==> config.mk <==
export PLATFORM = sky130hd
export DESIGN_NAME = sc_gametimer_lostdetect
export DESIGN_NICKNAME = d
export VERILOG_FILES = /design/src/rtl/sc_gametimer_lostdetect.sv
export SDC_FILE = /design/constraint.sdc
export NUM_CORES = 1
export LEC_CHECK = 0
export CAP_MARGIN = 20
export CORE_MARGIN = 2
export CORE_UTILIZATION = 48
export DETAILED_ROUTE_END_ITERATION = 16
export PLACE_DENSITY = 0.76
export REMOVE_ABC_BUFFERS = 1
export SETUP_SLACK_MARGIN = 0.15
export SYNTH_ARGS = -nofsm -noshare
export SYNTH_HDL_FRONTEND = slang
export SYNTH_SLANG_ARGS = --single-unit
==> constraint.sdc <==
create_clock -name SC_GAMETIMER_CLOCK_50 -period 1.63 [get_ports SC_GAMETIMER_CLOCK_50]
set_input_delay 0.2445 -clock SC_GAMETIMER_CLOCK_50 [delete_from_list [all_inputs] [get_ports SC_GAMETIMER_CLOCK_50]]
set_output_delay 0.2445 -clock SC_GAMETIMER_CLOCK_50 [all_outputs]
set_load 0.1 [all_outputs]
==> src/rtl/sc_gametimer_lostdetect.sv <==
// Game-phase timebase and loss detector: divides CLOCK_50 into game ticks, counts them
// in a wrapping phase counter (reloj) and raises a sticky loss flag on a debounced overlap.
module sc_gametimer_lostdetect #(
    parameter int unsigned TICK_DIV       = 6250000,
    parameter int unsigned RELOJ_LAST     = 155,
    parameter int unsigned COLLIDE_CYCLES = 2
) (
    input  logic       SC_GAMETIMER_CLOCK_50,
    input  logic       SC_GAMETIMER_RESET_InHigh,
    input  logic [1:0] SC_GAMETIMER_shiftselection_transi_In,
    input  logic [1:0] SC_GAMETIMER_shiftselection_random_In,
    input  logic [1:0] SC_GAMETIMER_shiftselection_esencial_In,
    input  logic       SC_GAMETIMER_shiftselection_posicion_In,
    input  logic [7:0] SC_GAMETIMER_playerRow_In,
    input  logic [7:0] SC_GAMETIMER_obstacleRow_In,
    output logic [7:0] SC_GAMETIMER_reloj_Out,
    output logic       SC_GAMETIMER_perdio1_Out,
    output logic       SC_GAMETIMER_tick_Out,
    output logic [1:0] SC_GAMETIMER_state_Out
);

    localparam int unsigned PW = $clog2(TICK_DIV);
    localparam logic [PW-1:0] PRESC_LAST = PW'(TICK_DIV - 1);
    localparam logic [7:0]    RELOJ_MAX  = 8'(RELOJ_LAST);
    localparam logic [3:0]    COLL_MAX   = 4'(COLLIDE_CYCLES);

    typedef enum logic [1:0] {
        ST_IDLE   = 2'b00,
        ST_RUN    = 2'b01,
        ST_FROZEN = 2'b10
    } state_t;

    state_t        state_q, state_d;
    logic [7:0]    reloj_q, reloj_d;
    logic [PW-1:0] presc_q, presc_d;
    logic [3:0]    coll_q, coll_d;
    logic          perdio_q, perdio_d;
    logic          tick_q, tick_d;

    logic idle_code_s;
    logic lost_code_s;
    logic collide_s;

    // Decode the game FSM's shift-selection outputs and the bottom-line overlap.
    always_comb begin
        idle_code_s = (SC_GAMETIMER_shiftselection_transi_In   == 2'b00) &&
                      (SC_GAMETIMER_shiftselection_random_In   == 2'b00) &&
                      (SC_GAMETIMER_shiftselection_esencial_In == 2'b10) &&
                      (SC_GAMETIMER_shiftselection_posicion_In == 1'b1);
        lost_code_s = (SC_GAMETIMER_shiftselection_esencial_In == 2'b11);
        collide_s   = (SC_GAMETIMER_shiftselection_posicion_In == 1'b0) &&
                      ((SC_GAMETIMER_playerRow_In & SC_GAMETIMER_obstacleRow_In) != 8'h00);
    end

    // Next-state logic for the FSM and all datapath registers.
    always_comb begin
        state_d  = state_q;
        reloj_d  = reloj_q;
        presc_d  = presc_q;
        coll_d   = coll_q;
        perdio_d = perdio_q;
        tick_d   = 1'b0;
        case (state_q)
            ST_IDLE: begin
                reloj_d  = 8'd0;
                presc_d  = '0;
                coll_d   = 4'd0;
                perdio_d = 1'b0;
                if (!idle_code_s && !lost_code_s) begin
                    state_d = ST_RUN;
                end else begin
                    state_d = ST_IDLE;
                end
            end
            ST_RUN: begin
                // Idle wins over a tick landing on the same edge.
                if (idle_code_s) begin
                    state_d  = ST_IDLE;
                    reloj_d  = 8'd0;
                    presc_d  = '0;
                    coll_d   = 4'd0;
                    perdio_d = 1'b0;
                end else begin
                    if (presc_q == PRESC_LAST) begin
                        presc_d = '0;
                        tick_d  = 1'b1;
                        if (reloj_q >= RELOJ_MAX) begin
                            reloj_d = 8'd0;
                        end else begin
                            reloj_d = reloj_q + 8'd1;
                        end
                    end else begin
                        presc_d = presc_q + PW'(1);
                    end
                    if (collide_s) begin
                        if (coll_q >= COLL_MAX) begin
                            coll_d = COLL_MAX;
                        end else begin
                            coll_d = coll_q + 4'd1;
                        end
                    end else begin
                        coll_d = 4'd0;
                    end
                    if (collide_s && (coll_d == COLL_MAX)) begin
                        perdio_d = 1'b1;
                    end else begin
                        perdio_d = perdio_q;
                    end
                    if (perdio_d || lost_code_s) begin
                        state_d = ST_FROZEN;
                    end else begin
                        state_d = ST_RUN;
                    end
                end
            end
            ST_FROZEN: begin
                if (idle_code_s) begin
                    state_d  = ST_IDLE;
                    reloj_d  = 8'd0;
                    presc_d  = '0;
                    coll_d   = 4'd0;
                    perdio_d = 1'b0;
                end else begin
                    state_d = ST_FROZEN;
                end
            end
            default: begin
                state_d  = ST_IDLE;
                reloj_d  = 8'd0;
                presc_d  = '0;
                coll_d   = 4'd0;
                perdio_d = 1'b0;
            end
        endcase
    end

    // State and datapath registers.
    always_ff @(posedge SC_GAMETIMER_CLOCK_50 or posedge SC_GAMETIMER_RESET_InHigh) begin
        if (SC_GAMETIMER_RESET_InHigh) begin
            state_q  <= ST_IDLE;
            reloj_q  <= 8'd0;
            presc_q  <= '0;
            coll_q   <= 4'd0;
            perdio_q <= 1'b0;
            tick_q   <= 1'b0;
        end else begin
            state_q  <= state_d;
            reloj_q  <= reloj_d;
            presc_q  <= presc_d;
            coll_q   <= coll_d;
            perdio_q <= perdio_d;
            tick_q   <= tick_d;
        end
    end

    assign SC_GAMETIMER_reloj_Out   = reloj_q;
    assign SC_GAMETIMER_perdio1_Out = perdio_q;
    assign SC_GAMETIMER_tick_Out    = tick_q;
    assign SC_GAMETIMER_state_Out   = state_q;

endmodule
==> results of run 1 <==
[metrics by stage]
step	util (%)	setup TNS (ns)
after floorplan	-	-16.74
after detailed placement	72.9	-19.73
after global placement	72.9	-17.95
after CTS	87.0	-1.02
[cell usage after synthesis, types with 6 or more instances]
cell type / count
sky130_fd_sc_hd__buf_2: 6
sky130_fd_sc_hd__nor2_1: 20
sky130_fd_sc_hd__a21oi_1: 7
sky130_fd_sc_hd__o21ai_0: 10
sky130_fd_sc_hd__xor2_1: 9
sky130_fd_sc_hd__nand4_1: 9
sky130_fd_sc_hd__nor3_1: 7
sky130_fd_sc_hd__nand3_1: 14
sky130_fd_sc_hd__a31oi_1: 6
sky130_fd_sc_hd__dfrtp_1: 39
sky130_fd_sc_hd__nand2_1: 17
[cell families after synthesis]
logic type / count (synthesis) / synth area share (%)
xor+xnor: 14 / 5.66
buf+inv: 12 / 2.43
simple gates: 105 / 27.3
fa+ha+maj: 4 / 2.31
mux: 2 / 0.982
compound gates: 51 / 16.2
flops: 39 / 45.1
[timing repair]
action | CTS
pin swaps | 42
setup endpoints to repair | 39
cloned | 3
resized for setup | 89
endpoints found under the hold margin | 0
buffers inserted | 24
==> impl_metrics.xml, run 1 <==
<?xml version="1.0" encoding="UTF-8"?>
<metrics>
  <group name="synth">
    <metric name="ys_ff_latch" unit="">39</metric>
    <metric name="post_synth_instance_area" unit="µm²">2170</metric>
    <metric name="asyncSetResetFlopFracSynth" unit="%">100</metric>
    <metric name="yosys_warnings" unit="">0</metric>
    <metric name="avg_inst_size_synth" unit="µm²">9.54</metric>
    <metric name="leading_area_contributor_after_synthesis" unit="">sky130_fd_sc_hd__dfrtp_1</metric>
    <metric name="synthDistinctLibCells" unit="">49</metric>
    <metric name="synth.yosys.seq_area_share" unit="%">45.1</metric>
    <metric name="synth.area.top_cells" unit="">sky130_fd_sc_hd__dfrtp_1 45%, sky130_fd_sc_hd__xor2_1 3.6%, sky130_fd_sc_hd__nor2_1 3.5%, sky130_fd_sc_hd__nand3_1 3.2%, sky130_fd_sc_hd__nand2_1 2.9%</metric>
    <metric name="synth_cells" unit="">227</metric>
    <metric name="number_of_enable_flip_flop_cells_after_synthesis" unit="">0</metric>
    <metric name="proportion_of_netlist_area_held_by_the_largest_area_contributor" unit="%">45.1</metric>
    <metric name="predominant_post_synthesis_flop_cell" unit="">sky130_fd_sc_hd__dfrtp_1</metric>
  </group>
  <group name="run_status">
    <metric name="failed_stage" unit="">global routing (5_1_grt)</metric>
    <metric name="toolErrorMsg" unit="">[ERROR DPL-0033] detailed placement checks failed during check placement.</metric>
    <metric name="status" unit="">aborted with a tool error</metric>
  </group>
  <group name="die">
    <metric name="die_x" unit="µm">71.2</metric>
    <metric name="floorplan.initialDensity" unit="%">49.7</metric>
    <metric name="floorplan.die.height" unit="µm">71.2</metric>
    <metric name="placement_rows" unit="">24</metric>
    <metric name="io_pins" unit="">37</metric>
  </group>
  <group name="clock_network">
    <metric name="number_of_buffers_added_by_the_clock_tree_synthesis_step" unit="">5</metric>
    <metric name="cts.sink_count" unit="">39</metric>
    <metric name="cts_hold_buf" unit="">0</metric>
    <metric name="ctsLongestPathBuffers" unit="">2</metric>
    <metric name="cts_htree_levels" unit="">2</metric>
    <metric name="cts_root_buf" unit="">sky130_fd_sc_hd__clkbuf_8</metric>
  </group>
  <group name="sta">
    <metric name="wep_type" unit="">register input</metric>
    <metric name="worst_ep_grt" unit="">SC_GAMETIMER_reloj_Out[6]$_DFFE_PP0P_/D</metric>
  </group>
  <group name="grt">
    <metric name="grt_max_degree" unit="">40</metric>
    <metric name="antenna_violations_before_repair" unit="">0</metric>
  </group>
  <group name="place">
    <metric name="place.port_buffers" unit="">36</metric>
    <metric name="placed_area" unit="µm²">3170</metric>
    <metric name="numPlacedInstances" unit="">369</metric>
    <metric name="place.detailed.hpwl" unit="µm">4330</metric>
    <metric name="gpl.final_weighted_congestion" unit="">0.902</metric>
    <metric name="dp_worst_setup_slack" unit="ns">-0.674</metric>
  </group>
</metrics>
==> run 2, diff against run 1 <==
- CORE_UTILIZATION: 48 -> 40
- PLACE_DENSITY: 0.76 -> unset
- PLACE_DENSITY_LB_ADDON: unset -> 0.15
- SETUP_SLACK_MARGIN: 0.15 -> unset
- clock period: 1.63 -> 2.1 ns (I/O delays scaled with it)
==> impl_metrics.xml, run 2 <==
<?xml version="1.0" encoding="UTF-8"?>
<metrics>
  <group name="run_status">
    <metric name="status" unit="">complete, no violations</metric>
  </group>
  <group name="setup_path">
    <metric name="cp_data_arrival_time" unit="ns">2.26</metric>
    <metric name="rr_startpoint" unit="">SC_GAMETIMER_reloj_Out[0]$_DFFE_PP0P_</metric>
    <metric name="timing.setup.critical_path_class" unit="">in -&gt; reg</metric>
    <metric name="critPathRequiredTime" unit="ns">2.31</metric>
    <metric name="cp-end-kind" unit="">flop</metric>
    <metric name="reg2regPathDepth" unit="">6</metric>
    <metric name="regToRegEndpoint" unit="">SC_GAMETIMER_reloj_Out[6]$_DFFE_PP0P_</metric>
    <metric name="startpoint_type" unit="">input port</metric>
    <metric name="cp_max_fo" unit="">5</metric>
    <metric name="crit_path_start" unit="">SC_GAMETIMER_shiftselection_esencial_In[0]</metric>
    <metric name="setup.reg_to_reg.worst_slack" unit="ns">0.13</metric>
    <metric name="timing.critical_path.to" unit="">presc_q[18]$_DFFE_PP0P_</metric>
  </group>
  <group name="synth">
    <metric name="asyncSetResetFlopFracSynth" unit="%">100</metric>
    <metric name="leading_area_contributor_after_synthesis" unit="">sky130_fd_sc_hd__dfrtp_1</metric>
    <metric name="synth.yosys.seq_area_share" unit="%">45.1</metric>
    <metric name="avg_inst_size_synth" unit="µm²">9.54</metric>
    <metric name="post_synth_instance_area" unit="µm²">2170</metric>
    <metric name="proportion_of_netlist_area_held_by_the_largest_area_contributor" unit="%">45.1</metric>
    <metric name="number_of_enable_flip_flop_cells_after_synthesis" unit="">0</metric>
    <metric name="predominant_post_synthesis_flop_cell" unit="">sky130_fd_sc_hd__dfrtp_1</metric>
    <metric name="synth.area.top_cells" unit="">sky130_fd_sc_hd__dfrtp_1 45%, sky130_fd_sc_hd__xor2_1 3.6%, sky130_fd_sc_hd__nor2_1 3.5%, sky130_fd_sc_hd__nand3_1 3.2%, sky130_fd_sc_hd__nand2_1 2.9%</metric>
    <metric name="post_synth_most_frequent_cells" unit="">39 x sky130_fd_sc_hd__dfrtp_1, 20 x sky130_fd_sc_hd__nor2_1, 17 x sky130_fd_sc_hd__nand2_1</metric>
    <metric name="yosys_warnings" unit="">0</metric>
    <metric name="synth_cells" unit="">227</metric>
    <metric name="most_common_cell_in_the_synthesized_netlist" unit="">sky130_fd_sc_hd__dfrtp_1</metric>
    <metric name="ys_ff_latch" unit="">39</metric>
    <metric name="synthDistinctLibCells" unit="">49</metric>
  </group>
  <group name="power">
    <metric name="finalPower" unit="W">0.00270</metric>
    <metric name="cellLeakagePower" unit="nW">1.21</metric>
    <metric name="ir_worst_vdd" unit="mV">0.476</metric>
    <metric name="power_per_cell_area" unit="nW/µm²">946</metric>
  </group>
  <group name="finish">
    <metric name="layout.cells.most_common" unit="">sky130_fd_sc_hd__dfrtp_1</metric>
    <metric name="design_area" unit="µm²">2860</metric>
    <metric name="final_nets" unit="">317</metric>
    <metric name="register_ranked_first_by_flip_flop_count" unit="">presc_q</metric>
    <metric name="largest_reg_flops" unit="">23</metric>
    <metric name="insertedDiodeCount" unit="">0</metric>
    <metric name="final-instance-count-excl-fill" unit="">358</metric>
    <metric name="layout-area-overhead-vs-synth" unit="%">31.9</metric>
    <metric name="mostFrequentLayoutCells" unit="">39 x sky130_fd_sc_hd__dfrtp_1, 35 x sky130_fd_sc_hd__buf_4, 24 x sky130_fd_sc_hd__clkdlybuf4s50_1</metric>
    <metric name="drive_gt1_share" unit="%">19.1</metric>
  </group>
  <group name="grt">
    <metric name="antenna_violations_before_repair" unit="">0</metric>
    <metric name="grt_pass1_wl" unit="µm">8940</metric>
    <metric name="vias_in_the_first_global_route" unit="">1866</metric>
    <metric name="groute.usage.overall" unit="%">18.3</metric>
    <metric name="grt.overflow.total" unit="">0</metric>
    <metric name="grt_max_degree" unit="">40</metric>
  </group>
  <group name="drt">
    <metric name="num_vias" unit="">1969</metric>
    <metric name="avgRoutedWirePerCell" unit="µm">14.4</metric>
    <metric name="drt_first_iter_violations" unit="">85</metric>
    <metric name="drt.antenna.violating_nets" unit="">0</metric>
    <metric name="route.final.wire_length" unit="µm">5160</metric>
    <metric name="viasPerCell" unit="">5.50</metric>
    <metric name="first_pass_iteration_count_of_the_detailed_router" unit="">4</metric>
    <metric name="remaining_drc_errors" unit="">0</metric>
  </group>
  <group name="die">
    <metric name="die_area" unit="µm²">6020</metric>
    <metric name="placement_rows" unit="">26</metric>
    <metric name="floorplan.die.height" unit="µm">77.6</metric>
    <metric name="io_pins" unit="">37</metric>
    <metric name="core_area" unit="µm²">5170</metric>
    <metric name="die_x" unit="µm">77.6</metric>
    <metric name="floorplan.initialDensity" unit="%">41.9</metric>
  </group>
  <group name="run">
    <metric name="max_cap_violations" unit="">0</metric>
  </group>
  <group name="sta">
    <metric name="layout_min_cycle_time" unit="ns">2.05</metric>
    <metric name="timing.slew.headroom" unit="%">67.1</metric>
    <metric name="grt_setup_unrepaired" unit="">false</metric>
    <metric name="fin_tns_setup" unit="ns">0</metric>
    <metric name="post-route-period-util" unit="%">97.7</metric>
    <metric name="timing_worst_slew_pin_value" unit="ns">0.493</metric>
    <metric name="final_max_slew_viol_count" unit="">0</metric>
    <metric name="finalHoldViolations" unit="">0</metric>
    <metric name="finalClockSkew" unit="ns">0.00424</metric>
    <metric name="final-setup-viol-count" unit="">0</metric>
    <metric name="max_clock_freq" unit="MHz">488</metric>
  </group>
  <group name="place">
    <metric name="placed_area" unit="µm²">2730</metric>
    <metric name="gpl.final_weighted_congestion" unit="">0.791</metric>
    <metric name="place.port_buffers" unit="">36</metric>
    <metric name="place.detailed.hpwl" unit="µm">3790</metric>
    <metric name="numPlacedInstances" unit="">348</metric>
  </group>
  <group name="clock_network">
    <metric name="number_of_buffers_added_by_the_clock_tree_synthesis_step" unit="">5</metric>
    <metric name="clk_latency" unit="ns">0.28</metric>
    <metric name="ctsLongestPathBuffers" unit="">2</metric>
    <metric name="cts_root_buf" unit="">sky130_fd_sc_hd__clkbuf_8</metric>
    <metric name="clkTransAtPathRegs" unit="ns">0.07</metric>
    <metric name="cts.sink_count" unit="">39</metric>
    <metric name="tritoncts" unit="">built</metric>
    <metric name="cts_htree_levels" unit="">2</metric>
  </group>
  <group name="hold_path">
    <metric name="min_path_type" unit="">in -&gt; async</metric>
  </group>
</metrics>
run 2: how the worst min path moves through the flow:
stage | slack [ns] | from | to
final | 0.46 | SC_GAMETIMER_RESET_InHigh | SC_GAMETIMER_reloj_Out[6]$_DFFE_PP0P_
after floorplan | 0.42 | SC_GAMETIMER_shiftselection_esencial_In[1] | SC_GAMETIMER_perdio1_Out$_DFFE_PP0P_
after CTS | 0.48 | SC_GAMETIMER_RESET_InHigh | SC_GAMETIMER_reloj_Out[4]$_DFFE_PP0P_
after detailed placement | 0.49 | coll_q[3]$_DFFE_PP0P_ | coll_q[3]$_DFFE_PP0P_
after global placement | 0.49 | coll_q[2]$_DFFE_PP0P_ | coll_q[2]$_DFFE_PP0P_
after global routing | 0.51 | SC_GAMETIMER_RESET_InHigh | SC_GAMETIMER_reloj_Out[5]$_DFFE_PP0P_
run 2: what timing repair did:
item | 4_1_cts | 5_1_grt
endpoints found under the setup margin | 0 | 10
setup buffers | 0 | 3
hold buffers | 0 | 0
resized for setup | 0 | 5
run 2: critical path, cell delays in order:
cell and delay, ns:
sky130_fd_sc_hd__clkdlybuf4s50_1 0.43, sky130_fd_sc_hd__or4b_4 0.58, sky130_fd_sc_hd__o21ai_4 0.19, sky130_fd_sc_hd__nand2_2 0.10, sky130_fd_sc_hd__or4_1 0.49, sky130_fd_sc_hd__a21oi_1 0.15
run 2: routing by layer:
| layer | share of wire (%) | vias to the layer above | routed length (µm) | track usage (%) |
|---|---|---|---|---|
| met3 | 7.2 | 4 | 370 | 5.58 |
| met5 | 0 | - | 0 | 0 |
| met4 | 0.60 | 0 | 31 | 4.29 |
| met1 | 46 | 942 | 2370 | 24.6 |
| met2 | 46 | 54 | 2390 | 29.1 |
| li1 | - | 969 | - | - |
run 2: metrics by stage:
step	hold WS, ns	setup WS [ns]	utilization [%]
CTS	0.477	0.0426	54.4
floorplan	0.422	-0.290	-
global placement	0.486	-0.226	52.7
global route	0.515	0.00585	55.2
detailed placement	0.488	-0.259	52.7
finish	0.456	0.0491	55.2
run 2: logic make-up (layout without fill, tap and decap cells):
| group | Yosys count | after routing | share of synthesized area (%) |
|---|---|---|---|
| simple gates | 105 | 105 | 27.3 |
| compound gates | 51 | 51 | 16.2 |
| flops | 39 | 39 | 45.1 |
| xor+xnor | 14 | 14 | 5.66 |
| buf+inv | 12 | 73 | 2.43 |
| fa+ha+maj | 4 | 4 | 2.31 |
| mux | 2 | 2 | 0.982 |
run 2: final cells by class:
type | count | area, µm²
repair buffers | 61 | 534
inverters | 5 | 18.8
multi-input cells | 176 | 1150
fillers | 468 | 2320
flip-flops and latches | 39 | 976
well taps | 70 | 87.6
clock inverters | 1 | 5.00
clock buffers | 6 | 82.6
run 2: report_power, final:
part / switching [W] / internal (W) / total, W
Sequential: 0.0000933 / 0.000835 / 0.000928
Clock: 0.000246 / 0.000258 / 0.000504
Combinational: 0.000815 / 0.000455 / 0.00127
Power figures use the tool's default switching activity.
